[src/rtl/dec_key_prep_256.sv]
// Runs the forward key schedule ROUNDS times on a master key to produce the
// starting key state and delta for the decryption key schedule.
module dec_key_prep_256 #(
    parameter int                    BLOCK_SIZE = 128,
    parameter int                    KEY_SIZE   = 256,
    parameter int                    SIDE_SIZE  = BLOCK_SIZE / 2,
    parameter int                    PD         = 56,
    parameter logic [SIDE_SIZE-1:0]  DELTA0     = 64'h9e3779b97f4a7c15,
    parameter int                    ROUNDS     = 64
) (
    input  logic                  clk,
    input  logic                  rst_n,
    input  logic                  start,
    input  logic [0:KEY_SIZE-1]   key_in,
    output logic                  busy,
    output logic                  done,
    output logic                  out_valid,
    output logic [0:KEY_SIZE-1]   key_out,
    output logic [0:SIDE_SIZE-1]  delta_out
);

    localparam logic [1:0] ST_IDLE  = 2'd0;
    localparam logic [1:0] ST_RUN   = 2'd1;
    localparam logic [1:0] ST_DONE  = 2'd2;
    localparam logic [7:0] LAST_CNT = 8'(ROUNDS - 1);

    logic [1:0]            state_r;
    logic [7:0]            cnt_r;
    logic [0:KEY_SIZE-1]   key_r;
    logic [0:SIDE_SIZE-1]  delta_r;
    logic                  busy_r;
    logic                  done_r;
    logic                  valid_r;

    logic [0:SIDE_SIZE-1]  delta_n_s;
    logic [0:KEY_SIZE-1]   k1_s;
    logic [0:KEY_SIZE-1]   key_next_s;

    // One forward step: bump delta, rotate key right by PD, add delta into the low word (carry dropped).
    always_comb begin
        delta_n_s  = delta_r + DELTA0;
        k1_s       = {key_r[KEY_SIZE-PD:KEY_SIZE-1], key_r[0:KEY_SIZE-PD-1]};
        key_next_s = {k1_s[0:KEY_SIZE-SIDE_SIZE-1],
                      k1_s[KEY_SIZE-SIDE_SIZE:KEY_SIZE-1] + delta_n_s};
    end

    // Control FSM and datapath registers; done/out_valid rise one edge after the last step.
    always_ff @(posedge clk or negedge rst_n) begin
        if (!rst_n) begin
            state_r <= ST_IDLE;
            cnt_r   <= 8'd0;
            key_r   <= '0;
            delta_r <= '0;
            busy_r  <= 1'b0;
            done_r  <= 1'b0;
            valid_r <= 1'b0;
        end else begin
            case (state_r)
                ST_IDLE: begin
                    done_r <= 1'b0;
                    if (start) begin
                        key_r   <= key_in;
                        delta_r <= '0;
                        cnt_r   <= 8'd0;
                        valid_r <= 1'b0;
                        busy_r  <= 1'b1;
                        state_r <= ST_RUN;
                    end else begin
                        busy_r  <= 1'b0;
                    end
                end
                ST_RUN: begin
                    key_r   <= key_next_s;
                    delta_r <= delta_n_s;
                    cnt_r   <= cnt_r + 8'd1;
                    if (cnt_r == LAST_CNT) begin
                        state_r <= ST_DONE;
                    end else begin
                        state_r <= ST_RUN;
                    end
                end
                ST_DONE: begin
                    done_r  <= 1'b1;
                    valid_r <= 1'b1;
                    busy_r  <= 1'b0;
                    state_r <= ST_IDLE;
                end
                default: begin
                    state_r <= ST_IDLE;
                    busy_r  <= 1'b0;
                    done_r  <= 1'b0;
                end
            endcase
        end
    end

    assign busy      = busy_r;
    assign done      = done_r;
    assign out_valid = valid_r;
    assign key_out   = key_r;
    assign delta_out = delta_r;

endmodule
[config.mk]
export PLATFORM = sky130hd
export DESIGN_NAME = dec_key_prep_256
export DESIGN_NICKNAME = d
export VERILOG_FILES = /design/src/rtl/dec_key_prep_256.sv
export SDC_FILE = /design/constraint.sdc
export NUM_CORES = 1
export LEC_CHECK = 0
export ABC_AREA = 0
export CELL_PAD_IN_SITES_DETAIL_PLACEMENT = 0
export CELL_PAD_IN_SITES_GLOBAL_PLACEMENT = 1
export CORE_UTILIZATION = 36
export DETAILED_ROUTE_END_ITERATION = 10
export GPL_ROUTABILITY_DRIVEN = 0
export PLACE_DENSITY_LB_ADDON = 0.15
export SETUP_SLACK_MARGIN = 0.5
export SLEW_MARGIN = 20
export SYNTH_ARGS = -nofsm -noshare
export SYNTH_HDL_FRONTEND = slang
export SYNTH_SLANG_ARGS = --single-unit
[constraint.sdc]
create_clock -name clk -period 7.3 [get_ports clk]
set_input_delay 1.46 -clock clk [delete_from_list [all_inputs] [get_ports clk]]
set_output_delay 1.46 -clock clk [all_outputs]
set_load 0.01 [all_outputs]
==> flow_metrics.py <==
metrics = {
    "status": {
        "status": "complete, but fails checks",
        "violations": "max-slew violations",
    },
    "route": {
        "num_vias": 22124,
        "drtPass1Iterations": 6,
        "avgRoutedWirePerCell_um": 27.4,
        "post-route-drc-count": 0,
        "routed_wl_mm": 99.4,
        "via_per_inst": 6.10,
        "first_iter_violations": 2226,
        "ant_nets": 0,
    },
    "layout": {
        "fin_nets": 3164,
        "drive_gt1_share_pct": 4.09,
        "fin_area_mm2": 0.0278,
        "utilization_pct": 50.3,
        "instances_no_fill": 3629,
        "area_growth_pct": 37.7,
    },
    "floorplan": {
        "core_area_mm2": 0.0553,
        "rows": 86,
        "initial_utilization_pct": 36.5,
        "die_area_mm2": 0.0571,
        "dieHeight_um": 239,
        "die-width_um": 239,
        "io_pins": 582,
    },
    "cts": {
        "numCtsBuffers": 41,
        "root_buffer": "clkbuf_16",
        "postCtsHoldBufs": 0,
        "cts_setup_buffers": 0,
        "path_clk_slew_ns": 0.06,
        "clock_latency_ns": 0.59,
        "clockBufferDepth": 3,
        "cts_tree": "yes",
        "h-tree-depth": 2,
        "cts_resized": 0,
        "clkSinkCount": 333,
    },
    "critical_path": {
        "r2r_start": "delta_out[63]$_DFFE_PN0P_",
        "rr_worst_depth": 18,
        "critPathArrivalTime_ns": 6.37,
        "crit_fanout": 10,
        "crit_start": "delta_out[63]$_DFFE_PN0P_",
        "cp_data_required_time_ns": 7.79,
        "crit_type": "reg -> reg",
        "endpoint_kind": "flop",
        "rrSetupSlack_ns": 1.42,
        "r2r-end": "key_out[197]$_DFFE_PN0P_",
        "setup.worst_path.start_class": "flop",
        "worstSetupEndpoint": "key_out[197]$_DFFE_PN0P_",
    },
    "timing": {
        "rsz0062_at_grt": "no",
        "setup_viol": 0,
        "fin_ws_ns": 1.42,
        "skew_ns": 0.0172,
        "period_share_pct": 80.6,
        "tightest_slew_ns": 1.70,
        "relSlewSlack_pct": -13.3,
        "fmax_ghz": 0.170,
        "fin_crit_ns": 5.88,
        "slew_violations": 118,
        "hold_viol_final": 0,
        "hold_ws_ns": 0.491,
        "fin_setup_tns_ns": 0,
    },
    "pwr": {
        "peakVddDrop_v": 0.000304,
        "power_mw": 19.3,
        "cellLeakagePower_nw": 11.2,
        "powerDensity_mw_per_mm2": 693,
    },
    "grt": {
        "grt_pass1_wl_mm": 143,
        "grt_pass1_vias": 21029,
        "grt_util_all_layers_pct": 33.8,
        "grt_start_max_net_pins": 233,
        "antenna_found_initial": 21,
        "grt.overflow.total": 0,
    },
    "synth": {
        "synth.ff_latch_count": 333,
        "ys_types": 82,
        "synth_cells": 2382,
        "syn_nets": 2712,
        "synth_edf_count": 0,
        "seq_area_frac_synth_pct": 41.2,
        "synth_top_area_cell": "dfrtp_1",
        "ys_warn_count": 0,
        "syn_area_per_cell_um2": 8.48,
        "ys_async_sr_fraction_pct": 100,
        "syn_area_mm2": 0.0202,
        "synth_flop_cell": "dfrtp_1",
        "netlist.area_leader.share_pct": 41.2,
        "synthTopCellsByArea": "dfrtp_1 (41%), o22ai_1 (12%), a21oi_1 (8.0%)",
    },
    "placement": {
        "place_area_mm2": 0.0264,
        "place_hpwl_mm": 72.9,
        "pre_cts_ws_ns": 1.74,
        "port_buffers": 581,
        "placed_cells": 3538,
    },
    "job": {
        "cap_violations": 0,
    },
    "hold_path": {
        "hold_path_class": "reg -> reg",
    },
}
## routing by layer
metal | vias to the layer above | track usage, % | share of wire [%]
met5 | - | 0 | 0.011
met4 | 2 | 15.9 | 4.3
met3 | 173 | 6.66 | 7.4
met2 | 1111 | 54.9 | 47
met1 | 10882 | 43.2 | 41
li1 | 9956 | - | -
## cell usage after synthesis (9+ instances only)
library cell,count
o22ai_1,395
dfrtp_1,333
a21oi_1,323
nand2_1,293
clkbuf_1,163
o21ai_0,113
nor2_1,108
ha_1,70
xnor2_1,59
a31oi_1,44
xor2_1,42
a21o_1,40
nand3_1,38
o31ai_1,30
inv_1,29
and3_1,26
nor3_1,21
nand4_1,19
or3_1,18
nor4_1,16
a22o_1,15
o21bai_1,15
buf_1,12
and2_1,11
o21a_1,11
buf_2,10
o211ai_1,9
o22a_1,9
## critical path, stage by stage (launching register included)
cell	delay, ns
dfrtp_1	0.43
a21oi_1	0.14
o21ai_0	0.66
a31oi_4	0.35
o21ai_0	0.61
nor2_1	0.08
o21bai_1	0.22
nor2_1	0.07
nor2_1	0.13
ha_1	0.26
a21oi_1	0.17
o21bai_1	0.15
a2111oi_0	0.12
o41ai_1	0.47
a21oi_1	0.17
a2111oi_0	0.98
or2_1	0.37
a2111oi_0	0.19
nor3_1	0.22
## worst min-delay path by stage
stage                                         to  cells after the start             startpoint
after global routing       out_valid$_DFFE_PN0P_                      2  out_valid$_DFFE_PN0P_
after CTS                  out_valid$_DFFE_PN0P_                      2  out_valid$_DFFE_PN0P_
after detailed placement   out_valid$_DFFE_PN0P_                      2  out_valid$_DFFE_PN0P_
after floorplan           state_r[1]$_DFFE_PN0P_                      1   cnt_r[7]$_DFFE_PN0P_
final                      out_valid$_DFFE_PN0P_                      2  out_valid$_DFFE_PN0P_
after global placement          done$_DFFE_PN0N_                      2       done$_DFFE_PN0N_
## cells in the final DEF (no fill, tap or decap), types with 12 or more instances in the layout
master           Yosys  layout
buf_4                1      12
nor2_1             108     106
clkbuf_16            0      42
xor2_1              42      42
a22o_1              15      15
o21ai_0            113     113
nor3_1              21      21
or3_1               18      18
a21oi_1            323     323
dfrtp_1            333     333
o22ai_1            395     395
o31ai_1             30      30
a31oi_1             44      44
diode_2              0      21
nand3_1             38      38
inv_1               29      29
nand2_1            293     291
ha_1                70      70
o21bai_1            15      15
and3_1              26      26
clkdlybuf4s50_1      0     579
nand4_1             19      19
xnor2_1             59      59
a21o_1              40      40
nor4_1              16      16
## registers in the layout (all words and copies together) (netlist names)
register	flops
busy	1
cnt_r	8
delta_out	64
done	1
key_out	256
out_valid	1
state_r	2
## cell type report
type                       count  area [um2]
inverter                      31         126
timing repair buffer         597        6000
clock buffer                  59        1200
sequential                   333        8330
clock inverter                10         108
antenna                       21        52.6
fill                        5378       27500
tap                          748         936
multi-input combinational   1830       11100
## report_power, final
group / switching (mW) / internal, mW
Sequential: 1.76 / 2.90
Combinational: 7.34 / 5.23
Clock: 0.872 / 1.18
## logic make-up after synthesis
group                    count (synthesis)  share of synthesized area, %
adder cells (fa/ha/maj)                 71                          4.43
buffers and inverters                  219                          4.16
flip-flops                             333                          41.2
AND/OR/NAND/NOR                        584                          13.0
multiplexers                             5                         0.248
XOR/XNOR                               102                          4.46
AO/OA/AOI/OAI                         1068                          32.4
Power figures use the tool's default switching activity.
==> RTL change 1 (config.mk and constraints unchanged) <==
Make the reset (`rst_n`) synchronous in one clocked block.
--- a/src/rtl/dec_key_prep_256.sv
+++ b/src/rtl/dec_key_prep_256.sv
@@ -47,3 +47,3 @@
     // Control FSM and datapath registers; done/out_valid rise one edge after the last step.
-    always_ff @(posedge clk or negedge rst_n) begin
+    always_ff @(posedge clk) begin
         if (!rst_n) begin
Check against the original RTL: differs if rst_n is asserted again (counterexample within 4 cycles, from zero or initial values and one cycle with rst_n low); with rst_n held inactive, the same outputs for 4 cycles.
==> RTL change 1 against the unedited design <==
Synthesized cell count increased by 2.6%; largest cell class unchanged; design area is 5.2% lower; sequential cell count did not move; count of clock-buffer cells in the layout decreased by 4; die area shrank 7.0%; area after synthesis is 7.1% lower; worst setup slack better by 0.24 ns; hold slack got worse by 0.031 ns; global-route usage increased by 0.70 points; routed wire length decreased by 3.7%; core utilization rose by 1.0 points.
Power is not compared: it rests on default switching activity, and its combinational part moved more than twofold at a synthesized area within 25%.
==> RTL change 1: results (changes against the unedited design) <==
- Slew of the pin with the lowest slew margin: 1.13 ns (-0.573 ns)
- Total GRT Usage: 34.5% (+0.70 points)
- Terminating pin of the worst hold path: busy$_SDFFE_PN0N_
- Worst R2R End: key_out[202]$_SDFFE_PN0P_
- Critical hold path startpoint: busy$_SDFFE_PN0N_
- Biggest fanout along the worst timing path: 8 (-2)
- Slowest cell on crit path: o31ai_1
- Via count: 21300 (-3.6%)
- Detailed-router iteration count before antenna repair: 9 (+3)
- Fraction of synthesized area in multiplexers: 0.320% (+0.072 points)
- Met2 WL post-DR: 44800 um (-5.1%)
- Run status: finished clean
- Routed wl met3: 7810 um (+5.9%)
- Met1 layer usage reported by global route: 44.2% (+1.1 points)
- Fin nets: 3220 (+1.8%)
- Pre-CTS WS: 1.78 ns (+0.0406 ns)
- Reg2reg setup slack: 1.66 ns (+0.24 ns)
- Reg2reg start: delta_out[63]$_SDFFE_PN0P_
- Number of buffers added by the clock tree synthesis step: 42 (+2.4%)
- Fraction of layout instances using a drive strength above 1: 4.28% (+0.19 points)
- Wire length the detailed router placed on met1: 39400 um (-3.0%)
- Length in cells of the worst reg-to-reg path: 19 (+1)
- Largest net degree at the start of global routing: 167 (-28%)
- Crit path DAT: 6.09 ns (-0.28 ns)
- Nets in the synthesized netlist: 2773 (+2.2%)
- Delay contributed by the slowest stage of the critical path: 0.52 ns (-0.46 ns)
[RTL change 1: cell types whose count changed in the layout (fill, tap and decap cells not counted), moves of 28 or more]
cell	delta
nor2_1	+393
o22ai_1	-384
dfrtp_1	-333
dfxtp_1	+332
o221ai_1	+166
a21oi_1	-165
nand2_1	-66
o21ai_0	+35
a311oi_1	+34
nor3_1	+29
a31oi_1	-28
[RTL change 1: power by group]
group / internal, mW / switching, mW
logic: 1.02 / 1.31
registers: 2.01 / 0.320
clock network: 1.30 / 0.891
[RTL change 1: worst max-delay path, delay by kind of cell (launching register included)]
| family | cells | cell delay [ns] |
|---|---|---|
| AOI/OAI and AO/OA | 13 | 3.97 |
| and+or+nand+nor | 4 | 0.52 |
| DFF | 1 | 0.38 |
| adders and majority gates | 2 | 0.65 |
[RTL change 1: worst max-delay path by stage]
stage / from / end / slack (ns) / depth (start not counted)
finish: delta_out[63]$_SDFFE_PN0P_ / key_out[202]$_SDFFE_PN0P_ / 1.66 / 19
global route: delta_out[63]$_SDFFE_PN0P_ / key_out[196]$_SDFFE_PN0P_ / 1.14 / 17
CTS: delta_out[63]$_SDFFE_PN0P_ / key_out[196]$_SDFFE_PN0P_ / 1.72 / 17
detailed placement: delta_out[63]$_SDFFE_PN0P_ / key_out[196]$_SDFFE_PN0P_ / 1.78 / 17
global placement: delta_out[53]$_SDFFE_PN0P_ / key_out[195]$_SDFFE_PN0P_ / 1.99 / 18
floorplan: delta_out[37]$_SDFFE_PN0P_ / key_out[193]$_SDFFE_PN0P_ / 2.30 / 16
[RTL change 1: layout make-up]
class                   instances  area, um2
fillers                      5049      25000
multi-input cells            1888      11300
flip-flops and latches        333       6670
repair buffers                599       6000
clock buffers                  55       1160
well taps                     680        851
clock inverters                20        256
inverters                      26       97.6
diodes                         11       27.5
==> RTL change 2 (same settings) <==
Made on the original files. `BLOCK_SIZE`: 128 -> 256.
--- a/src/rtl/dec_key_prep_256.sv
+++ b/src/rtl/dec_key_prep_256.sv
@@ -3,3 +3,3 @@
 module dec_key_prep_256 #(
-    parameter int                    BLOCK_SIZE = 128,
+    parameter int                    BLOCK_SIZE = 256,
     parameter int                    KEY_SIZE   = 256,
Ports: changed (resized delta_out); port bits go from 582 to 646. No check against the original RTL was run, so the function may have changed too.
==> RTL change 2 against the unedited design <==
Design area rose by 38%; sequential cell count rose by 64; critical path type unchanged; critical path depth rose by 4; worst setup slack got worse by 0.72 ns; cell count rose by 46%; routed wire length rose by 57%; sequential share of layout area fell by 4.1 points; area after synthesis rose by 45%; global-route usage rose by 2.6 points; maximum frequency fell by 11%.
Power is not shown: default switching activity piles up to over one toggle a cycle in this logic, so the estimate is an artifact.
==> RTL change 2: results (changes against the unedited design) <==
- Terminating pin of the worst hold path: done$_DFFE_PN0N_
- Instance area after placement: 0.0366 mm2 (+38%)
- Fraction of layout instances using a drive strength above 1: 4.62% (+0.53 points)
- Fin nets: 4582 (+45%)
- Cell types occupying the most area after synthesis: dfrtp_1, a21oi_1, nand2_1
- Detailed Place HPWL: 121000 um (+66%)
- Detailed-route vias per instance: 6.18 (+1.3%)
- Post-DR wirelength/cell: 29.5 um (+7.7%)
- Ys flop type: dfrtp_1
- Critical hold path startpoint: done$_DFFE_PN0N_
- Largest net degree at the start of global routing: 151 (-35%)
- Worst R2R End: key_out[156]$_DFFE_PN0P_
- Source-to-sink clock delay at the later pin of the worst-skew pair: 0.65 ns (+0.06 ns)
- Clock-pin slew of the registers on the worst-case setup and hold paths: 0.06 ns (about the same)
- Crit path DAT: 7.05 ns (+0.68 ns)
- Cell area after synthesis: 0.0293 mm2 (+45%)
- Count of filler cells inserted in the layout: 8013 (+49%)
- Yosys warning total: 0 (unchanged)
- Global-route wire length before repair: 221000 um (+54%)
- Kind of path behind the tightest hold check: register to register
- Reg2reg setup slack: 0.70 ns (-0.72 ns)
- Biggest fanout along the worst timing path: 9 (-1)
- Worst Clk Skew: 0.0452 ns (+0.0280 ns)
- Number of buffers on the longest clock path: 3 (unchanged)
- Number of global-route vias before repair: 30400 (+45%)
- Length in cells of the worst reg-to-reg path: 22 (+4)
- Nets in the synthesized netlist: 4098 (+51%)
- Number of cells on the worst hold path: 2 (unchanged)
- Initial DRC count: 3766 (+69%)
- H-tree levels: 2 (unchanged)
- Setup Fix Bufs, Post-CTS: 0 (unchanged)
- Cell at the root of the clock tree: clkbuf_16
- Sequential element share of the synthesized area: 33.9% (-7.4 points)
- Worst Hold Slack: 0.484 ns (-0.00634 ns)
- Antenna violations before repair: 18 (-14%)
- Total GRT Usage: 36.4% (+2.6 points)
- Number of library cell types mapped by synthesis: 95 (+16%)
- Synth async-reset ratio: 100% (unchanged)
- Number of buffers added by the clock tree synthesis step: 50 (+22%)
- Number of I/O port buffers: 645 (+11%)
- Number of flip-flops in the largest register: 256 (unchanged)
- Detailed-router iteration count before antenna repair: 6 (unchanged)
- Reg2reg start: delta_out[127]$_DFFE_PN0P_
- Most instantiated cells after synthesis: nand2_1, a21oi_1, dfrtp_1
- Tightest slew margin relative to the limit: 30.3% (+44 points)
- Run status: finished clean
[RTL change 2: logic make-up after synthesis]
kind of cell             share of synthesized area [%]
AO/OA/AOI/OAI                                     31.2
AND/OR/NAND/NOR                                   17.3
flip-flops                                        33.9
buffers and inverters                             4.32
XOR/XNOR                                          7.01
adder cells (fa/ha/maj)                           6.00
multiplexers                                     0.341
[RTL change 2: through the flow]
| stage | worst slack, ns | instances | util, % |
|---|---|---|---|
| 2_1_floorplan | 1.96 | 3699 | - |
| 3_3_place_gp | 0.659 | 5191 | 45.4 |
| 3_5_place_dp | 0.617 | 5191 | 45.4 |
| 4_1_cts | 0.540 | 5279 | 47.5 |
| 5_1_grt | 0.497 | 5287 | 47.6 |
| 6_report | 0.701 | 5289 | 47.6 |
[RTL change 2: per-layer routing]
metal	up-vias	part of all wire, %	GRT usage [%]
met5	-	0.074	0
met1	16000	43	50.6
met3	275	8.2	6.68
li1	14700	-	-
met4	16	5.2	17.2
met2	1614	43	54.4
[RTL change 2: worst max-delay path by stage]
stage                               startpoint                        to  slack, ns
CTS                 delta_out[127]$_DFFE_PN0P_  key_out[156]$_DFFE_PN0P_       0.54
floorplan           delta_out[127]$_DFFE_PN0P_  key_out[128]$_DFFE_PN0P_       1.96
global placement    delta_out[127]$_DFFE_PN0P_  key_out[156]$_DFFE_PN0P_       0.66
finish              delta_out[127]$_DFFE_PN0P_  key_out[156]$_DFFE_PN0P_       0.70
detailed placement  delta_out[127]$_DFFE_PN0P_  key_out[156]$_DFFE_PN0P_       0.62
global route        delta_out[127]$_DFFE_PN0P_  key_out[143]$_DFFE_PN0P_       0.50
[RTL change 2: area by class of cell]
cell class	count	area share, %
sequential	397	25.9
tap	1060	3.46
multi-input combinational	2971	47.5
clock buffer	77	3.86
timing repair buffer	692	17.9
antenna	10	0.0652
inverter	71	0.707
clock inverter	11	0.564
[RTL change 2: what timing repair did]
| action | CTS | global route |
|---|---|---|
| hold endpoints to repair | 0 | 0 |
| setup endpoints to repair | 0 | 24 |
| resized for setup | 0 | 21 |
[RTL change 2: critical path: stages (launching register included)]
cell	delay, ns
dfrtp_1	0.42
a21o_1	0.24
a21oi_4	0.29
o211ai_4	0.16
a2111oi_4	0.56
o31ai_1	0.23
a211oi_1	0.41
o21ai_0	0.33
a21o_1	0.32
xnor2_1	0.21
ha_1	0.37
nand2_1	0.15
o21ai_0	0.13
a21oi_1	0.24
o21ai_0	0.20
a2111oi_1	0.50
buf_4	0.19
o31ai_1	0.08
a211oi_2	0.38
o21a_1	0.28
o21ai_0	0.14
xnor2_1	0.39
o21ai_0	0.16
